`src/rtl/uart_tx.sv`:
```
// -----------------------------------------------------------------------------
// uart_tx -- UART transmitter (8 data bits, optional parity, 1 or 2 stop bits)
//
// Serialises bytes LSB first onto tx_serial. A one-byte holding register lets
// the source queue the next byte while a frame is in flight, so consecutive
// frames run back to back with no idle-high gap on the line.
//
// Ports:
//   clk        system clock, all logic on the rising edge
//   rst        asynchronous active-high reset
//   tx_data    byte to send, sampled when tx_valid && tx_ready
//   tx_valid   tx_data is valid
//   tx_ready   block can accept a byte this cycle (holding register empty)
//   tx_serial  registered serial line, idles high
//   tx_busy    a frame is in progress
//   tx_done    one-cycle pulse on the last cycle of the final stop bit
// -----------------------------------------------------------------------------
module uart_tx #(
  parameter int CLK_FREQ     = 50000000,
  parameter int BAUD         = 9600,
  parameter int CLKS_PER_BIT = CLK_FREQ / BAUD,
  parameter int PARITY       = 0,  // 0 none, 1 odd, 2 even
  parameter int STOP_BITS    = 1   // 1 or 2
) (
  input  logic       clk,
  input  logic       rst,
  input  logic [7:0] tx_data,
  input  logic       tx_valid,
  output logic       tx_ready,
  output logic       tx_serial,
  output logic       tx_busy,
  output logic       tx_done
);

  localparam int             CW        = (CLKS_PER_BIT > 1) ? $clog2(CLKS_PER_BIT) : 1;
  localparam logic [CW-1:0]  CNT_MAX   = CW'(CLKS_PER_BIT - 1);
  localparam logic [2:0]     STOP_LAST = 3'(STOP_BITS - 1);

  typedef enum logic [2:0] {
    IDLE,
    START,
    DATA,
    PAR,
    STOP
  } state_t;

  state_t          state_reg, state_next;
  logic [CW-1:0]   cnt_reg, cnt_next;
  logic [2:0]      idx_reg, idx_next;       // data bit index, reused as stop bit index
  logic [7:0]      data_reg, data_next;     // byte of the frame in flight
  logic [7:0]      hold_reg, hold_next;
  logic            hold_full_reg, hold_full_next;
  logic            serial_reg, serial_next;

  logic accept;
  logic baud_last;
  logic parity_bit;

  assign accept     = tx_valid && !hold_full_reg;
  assign baud_last  = (cnt_reg == CNT_MAX);
  assign parity_bit = (PARITY == 2) ? ^data_reg : ~^data_reg;

  assign tx_ready  = ~hold_full_reg;
  assign tx_serial = serial_reg;
  assign tx_busy   = (state_reg != IDLE);

  always_ff @(posedge clk or posedge rst) begin
    if (rst) begin
      state_reg     <= IDLE;
      cnt_reg       <= '0;
      idx_reg       <= '0;
      data_reg      <= '0;
      hold_reg      <= '0;
      hold_full_reg <= 1'b0;
      serial_reg    <= 1'b1;
    end else begin
      state_reg     <= state_next;
      cnt_reg       <= cnt_next;
      idx_reg       <= idx_next;
      data_reg      <= data_next;
      hold_reg      <= hold_next;
      hold_full_reg <= hold_full_next;
      serial_reg    <= serial_next;
    end
  end

  // tx_serial is registered, so every transition loads the level of the
  // bit being entered; it therefore changes on the same edge as the state.
  always_comb begin
    state_next     = state_reg;
    cnt_next       = cnt_reg;
    idx_next       = idx_reg;
    data_next      = data_reg;
    hold_next      = hold_reg;
    hold_full_next = hold_full_reg;
    serial_next    = serial_reg;
    tx_done        = 1'b0;

    // Any byte accepted while a frame is running (including on the edge
    // that ends STOP) waits in the holding register.
    if (accept && (state_reg != IDLE)) begin
      hold_next      = tx_data;
      hold_full_next = 1'b1;
    end

    case (state_reg)
      IDLE: begin
        if (hold_full_reg) begin
          data_next      = hold_reg;
          hold_full_next = 1'b0;
          cnt_next       = '0;
          state_next     = START;
          serial_next    = 1'b0;
        end else if (accept) begin
          data_next   = tx_data;
          cnt_next    = '0;
          state_next  = START;
          serial_next = 1'b0;
        end
      end

      START: begin
        if (baud_last) begin
          cnt_next    = '0;
          idx_next    = '0;
          state_next  = DATA;
          serial_next = data_reg[0];
        end else begin
          cnt_next = cnt_reg + CW'(1);
        end
      end

      DATA: begin
        if (baud_last) begin
          cnt_next = '0;
          if (idx_reg == 3'd7) begin
            idx_next = '0;
            if (PARITY != 0) begin
              state_next  = PAR;
              serial_next = parity_bit;
            end else begin
              state_next  = STOP;
              serial_next = 1'b1;
            end
          end else begin
            idx_next    = idx_reg + 3'd1;
            serial_next = data_reg[idx_reg + 3'd1];
          end
        end else begin
          cnt_next = cnt_reg + CW'(1);
        end
      end

      PAR: begin
        if (baud_last) begin
          cnt_next    = '0;
          idx_next    = '0;
          state_next  = STOP;
          serial_next = 1'b1;
        end else begin
          cnt_next = cnt_reg + CW'(1);
        end
      end

      STOP: begin
        if (baud_last) begin
          cnt_next = '0;
          if (idx_reg == STOP_LAST) begin
            tx_done  = 1'b1;
            idx_next = '0;
            // Only a byte held before this edge chains straight into the
            // next start bit; one accepted on this edge stays in the hold.
            if (hold_full_reg) begin
              data_next      = hold_reg;
              hold_full_next = 1'b0;
              state_next     = START;
              serial_next    = 1'b0;
            end else begin
              state_next  = IDLE;
              serial_next = 1'b1;
            end
          end else begin
            idx_next = idx_reg + 3'd1;
          end
        end else begin
          cnt_next = cnt_reg + CW'(1);
        end
      end

      default: begin
        state_next  = IDLE;
        serial_next = 1'b1;
      end
    endcase
  end

endmodule
```
`config.mk`:
```
export PLATFORM = sky130hd
export DESIGN_NAME = uart_tx
export DESIGN_NICKNAME = d
export VERILOG_FILES = /design/src/rtl/uart_tx.sv
export SDC_FILE = /design/constraint.sdc
export NUM_CORES = 1
export LEC_CHECK = 0
export ABC_AREA = 1
export BUFFER_PORTS_ARGS = -buffer_cell sky130_fd_sc_hd__buf_4
export CORE_ASPECT_RATIO = 1.1
export CORE_MARGIN = 1.5
export CORE_UTILIZATION = 49
export DETAILED_ROUTE_END_ITERATION = 10
export GPL_ROUTABILITY_DRIVEN = 0
export PLACE_DENSITY = 0.64
export SKIP_LAST_GASP = 1
export SYNTH_ARGS = -nofsm -noshare
export SYNTH_HDL_FRONTEND = slang
export SYNTH_SLANG_ARGS = --single-unit
```
`constraint.sdc`:
```
create_clock -name clk -period 1.83 [get_ports clk]
set_clock_uncertainty 0.15 [all_clocks]
set_input_delay 0.2745 -clock clk [delete_from_list [all_inputs] [get_ports clk]]
set_output_delay 0.2745 -clock clk [all_outputs]
set_load 0.05 [all_outputs]
```
Word level (Yosys, flattened, before mapping)
Index checks and enable logic that the tools add are counted.
{"block": "classes", "n_eq_ne": 15, "bitwise_logic": 1, "reduce_logical": 16, "muxes": 46, "n_lt_le_gt_ge": 1, "addsub": 2}
{"operator": "8-bit 2-to-1 mux", "n": 5}
{"operator": "13-bit 2-to-1 mux", "n": 3}
{"operator": "3-bit 2-to-1 mux", "n": 13}
{"operator": "13-bit case mux with 2 select lines", "n": 1}
{"operator": "1-bit 2-to-1 mux", "n": 18}
{"operator": "8-bit case mux with 2 select lines", "n": 1}
{"operator": "3-bit case mux with 5 select lines", "n": 1}
{"operator": "2-bit != test, second input constant", "n": 7}
{"operator": "13-bit by 1-bit adder with 13-bit output, second input constant", "n": 1}
{"operator": "13-bit == test, second input constant", "n": 1}
{"operator": "3-bit case mux with 3 select lines", "n": 1}
{"operator": "7-bit AND reduction", "n": 1}
{"operator": "3-bit by 2-bit == test with 1-bit output, second input constant", "n": 2}
{"operator": "3-bit == test, second input constant", "n": 2}
{"operator": "3-bit zero test", "n": 2}
{"operator": "6-bit AND reduction", "n": 1}
{"operator": "3-bit nonzero test", "n": 2}
{"operator": "1-bit case mux with 5 select lines", "n": 1}
{"operator": "5-bit AND reduction", "n": 1}
{"operator": "3-bit by 4-bit < comparator with 1-bit output, second input constant", "n": 1}
{"operator": "4-bit AND reduction", "n": 1}
{"operator": "2-bit nonzero test", "n": 2}
{"operator": "4-bit OR reduction", "n": 1}
{"operator": "3-bit by 1-bit adder with 3-bit output, second input constant", "n": 1}
{"operator": "10 further kinds", "n": 11}
{"block": "word_totals", "wordCells": 88, "output_inout_bits": 4, "regBits": 37, "input_bits": 11}

Longest topological paths before layout
{"block": "depth", "word_depth": 8, "ltp_mapped": 11, "mapped_depth_nobuf": 10}

Worst setup path after synthesis
OpenSTA, ideal clock, no wires.
{"block": "synth_path", "kind": "reg-to-output", "startpoint": "register cnt_reg[0]", "endpoint": "output port tx_done", "path_buffers": 0, "path_stages_with_launch": 6, "arrival_ns": 1.940, "slack_ns": -0.535, "required_ns": 1.405, "cell_sequence": "dfrtp_1 > ha_1 > nand2_1 > nor2_1 > nand3_1 > nor3_1"}
{"block": "synth_between", "elab_chain_cells": 3}
{"item": "start, declared", "line_no": "48", "text": "logic [CW-1:0] cnt_reg, cnt_next;"}
{"item": "start signal, assigned", "line_no": "78", "text": "cnt_reg <= cnt_next;"}
{"item": "13-bit == test", "line_no": "60", "text": "assign baud_last = (cnt_reg == CNT_MAX);"}
{"item": "1-bit 2-to-1 mux", "line_no": "166", "text": "if (baud_last) begin"}
{"item": "1-bit 2-to-1 mux", "line_no": "106", "text": "case (state_reg)"}
{"item": "end, declared", "line_no": "32", "text": "output logic tx_done"}
Every way passes these cells.

Final worst setup path
{"block": "layout_path", "startpoint": "register cnt_reg[1]", "endpoint": "output port tx_done"}
Same word-level chain as after synthesis.

==> impl_metrics.py <==
metrics = {
    "synth": {
        "yosysSeqAreaShare": 0.426,
        "synth_cells": 290,
        "synthesis.area_sq_um": 2180,
        "async_flop_share": 1.00,
        "synth-main-ff-cell": "dfrtp_1",
        "synth_fp_nets": 305,
        "synth_seq_cells": 37,
        "ys_types": 26,
        "yosysWarnings": 0,
        "synth_edf_count": 0,
        "synth.avg_cell_area_sq_um": 7.51,
    },
    "final_layout": {
        "area_delta_synth_final_pct": 21.3,
        "diodes": 0,
        "multi_input_area_sq_um": 1080,
        "seq_area_sq_um": 930,
        "layout.cells.non_filler": 378,
        "drive_gt1_frac": 0.238,
        "fillers": 400,
        "largest_register_ffs": 13,
        "final_nets": 339,
        "fin_util": 0.616,
    },
    "routing": {
        "postRouteWirelength_microns": 4660,
        "drt-wirelength-per-cell_microns": 12.3,
        "routed-via-count": 1889,
        "drc": 0,
        "drt_iter0_markers": 56,
        "drt-pass1-iter-count": 4,
        "via_per_inst": 5.00,
        "detail-route-antenna-nets": 0,
    },
    "power_and_ir_drop": {
        "p_clk_frac": 0.387,
        "p_leak_nw": 1.31,
        "p_seq_frac": 0.503,
        "internal-power_mw": 1.34,
        "p_switching_mw": 0.425,
        "pwr-share-comb": 0.110,
        "power_density_nw_per_um2": 670,
        "peakVddDrop_uv": 385,
        "swShare": 0.240,
    },
    "sta": {
        "grt_setup_unrepaired": "true",
        "drv_slew": 0,
        "setup_violations": 1,
        "slew-limit-headroom": 0.670,
        "hold_viol": 0,
        "setup_tns_ns": -0.0899,
        "min_period_over_period": 1.05,
        "max_freq_mhz": 521,
        "setup_ws_ns": -0.0899,
        "min_period_ns": 1.92,
        "worst_pin_slew_ns": 0.495,
    },
    "floorplanning": {
        "start_util": 0.508,
        "std_cell_rows": 25,
        "die_w_microns": 66.6,
        "die_height_microns": 72.9,
        "core-area_sq_um": 4290,
        "pin_count": 15,
        "die_area_sq_um": 4850,
    },
    "clocking": {
        "cts-root-buf": "clkbuf_8",
        "htreeDepth": 2,
        "clk_latency_ns": 0.28,
        "numCtsBuffers": 5,
        "cts_tree": "done",
        "cts_sinks": 37,
        "clk_path_buf_depth": 2,
        "clkSlewWorstSetupHoldPaths_ns": 0.08,
    },
    "critical_path": {
        "r2r-start": "idx_reg[0]",
        "cp-start-kind": "register",
        "crit_chain": "ha_2 -> nand2_1 -> nor2_2 -> nand3_2 -> nor3_4 -> buf_6",
        "path_class": "register to output pin",
        "crit_buf_inv": 1,
        "crit_required_ns": 1.41,
        "cp-startpoint": "cnt_reg[1]",
        "crit_fanout": 3,
        "crit_slowest_cell": "dfrtp_1",
        "cp_data_arrival_time_ns": 1.50,
        "slowest_delay_ns": 0.36,
        "cp-end-kind": "output pin",
        "crit_family": "simple AND/OR/NAND/NOR gates",
    },
    "status": {
        "failed_checks": "negative setup slack",
        "status": "complete, but fails checks",
    },
    "grt": {
        "met1_usage": 0.237,
        "grt_max_degree": 38,
        "antenna_found_initial": 0,
        "grt_use_total": 0.201,
        "grt_util_met3": 0.0432,
        "grt.overflow.total": 0,
        "grt_pass1_wl_microns": 7410,
        "use_met2": 0.361,
        "grt_pass1_vias": 1713,
        "busiest_layer": "met2",
    },
    "worst_hold_path": {
        "hp-start": "tx_data[0]",
        "hp-class": "primary input to register",
    },
    "flow_run": {
        "cap_violations": 0,
    },
    "placed_design": {
        "dp_hpwl_microns": 3300,
        "port_buffers": 14,
        "dp.cells": 365,
    },
}
[timing repair]
action / 4_1_cts / 5_1_grt
gates resized for setup: 7 / 6
setup endpoints to repair: 1 / 12
cloned: 0 / 1
endpoints found under the hold margin: 36 / 0
hold buffers: 1 / 0
pin swaps: 2 / 1
setup buffers: 3 / 1
[kinds of logic after synthesis]
| group | count (synthesis) | synth area share |
|---|---|---|
| simple gates | 140 | 0.294 |
| compound gates | 53 | 0.140 |
| buf+inv | 53 | 0.106 |
| xor+xnor | 3 | 0.0121 |
| flops | 37 | 0.426 |
| fa+ha+maj | 4 | 0.0230 |
[layer usage]
metal	vias up	part of all wire
met3	7	0.024
met4	0	0.017
li1	988	-
met5	-	0
met1	870	0.44
met2	24	0.52
[tightest hold or removal path, stage by stage]
cell and delay (ns):
buf_4 0.10, inv_1 0.05, o21ai_1 0.06
[synth_stat cells (4+ instances only)]
cell type | count | area, sq um
o21ai_0 | 19 | 95.1
buf_6 | 4 | 45.0
inv_1 | 44 | 165
o21ai_1 | 9 | 45.0
nand4_1 | 5 | 31.3
dfrtp_1 | 36 | 901
a21oi_1 | 12 | 60.1
nand3_1 | 16 | 80.1
o21ai_2 | 9 | 78.8
ha_1 | 4 | 50.1
nand2_2 | 5 | 31.3
nor2_1 | 20 | 75.1
nand2_1 | 79 | 297
nor3_1 | 5 | 25.0
inv_2 | 4 | 15.0
[worst paths after layout]
path | end | slack [ns] | cells after the start
hold reg to reg | data_reg[2] | 0.33 | 2
max in group asynchronous | state_reg[2] | 0.64 | 4
setup / recovery | tx_done | -0.09 | 6
min in group asynchronous | cnt_reg[7] | 0.50 | 4
setup reg to reg | tx_serial | 0.12 | 8
hold / removal | hold_reg[0] | 0.09 | 3
[layout by cell type (no fill, tap or decap), types with 6 or more instances in the layout]
master / n
nand2_1: 78
dfrtp_1: 34
o21ai_2: 9
o21ai_1: 9
o21ai_0: 19
nor2_1: 17
nand2_2: 6
nand3_1: 15
buf_4: 26
inv_1: 42
a21oi_1: 12
[metrics by stage]
step / worst slack [ns] / hold slack [ns] / area (sq um) / power (mW)
floorplan: 0.0540 / 0.273 / 2190 / 1.04
global placement: 0.120 / 0.273 / 2430 / 1.09
detailed placement: 0.0641 / 0.277 / 2430 / 1.10
CTS: -0.0538 / 0.0857 / 2580 / 1.79
global route: -0.162 / 0.0947 / 2640 / 1.85
finish: -0.0899 / 0.0902 / 2640 / 1.77
[area by class of cell]
| type | count | share of cell area |
|---|---|---|
| multi-input cells | 201 | 0.409 |
| flip-flops and latches | 37 | 0.352 |
| repair buffers | 31 | 0.105 |
| inverters | 48 | 0.0697 |
| clock buffers | 5 | 0.0261 |
| well taps | 54 | 0.0256 |
| clock inverters | 2 | 0.0133 |
[power by group through the flow]
stage / sequential [mW] / clock (mW) / combinational, mW
floorplan: 0.902 / 0 / 0.142
global placement: 0.905 / 0 / 0.186
detailed placement: 0.907 / 0 / 0.190
CTS: 0.891 / 0.710 / 0.192
global route: 0.894 / 0.735 / 0.223
finish: 0.891 / 0.685 / 0.194
Power figures use the tool's default switching activity.
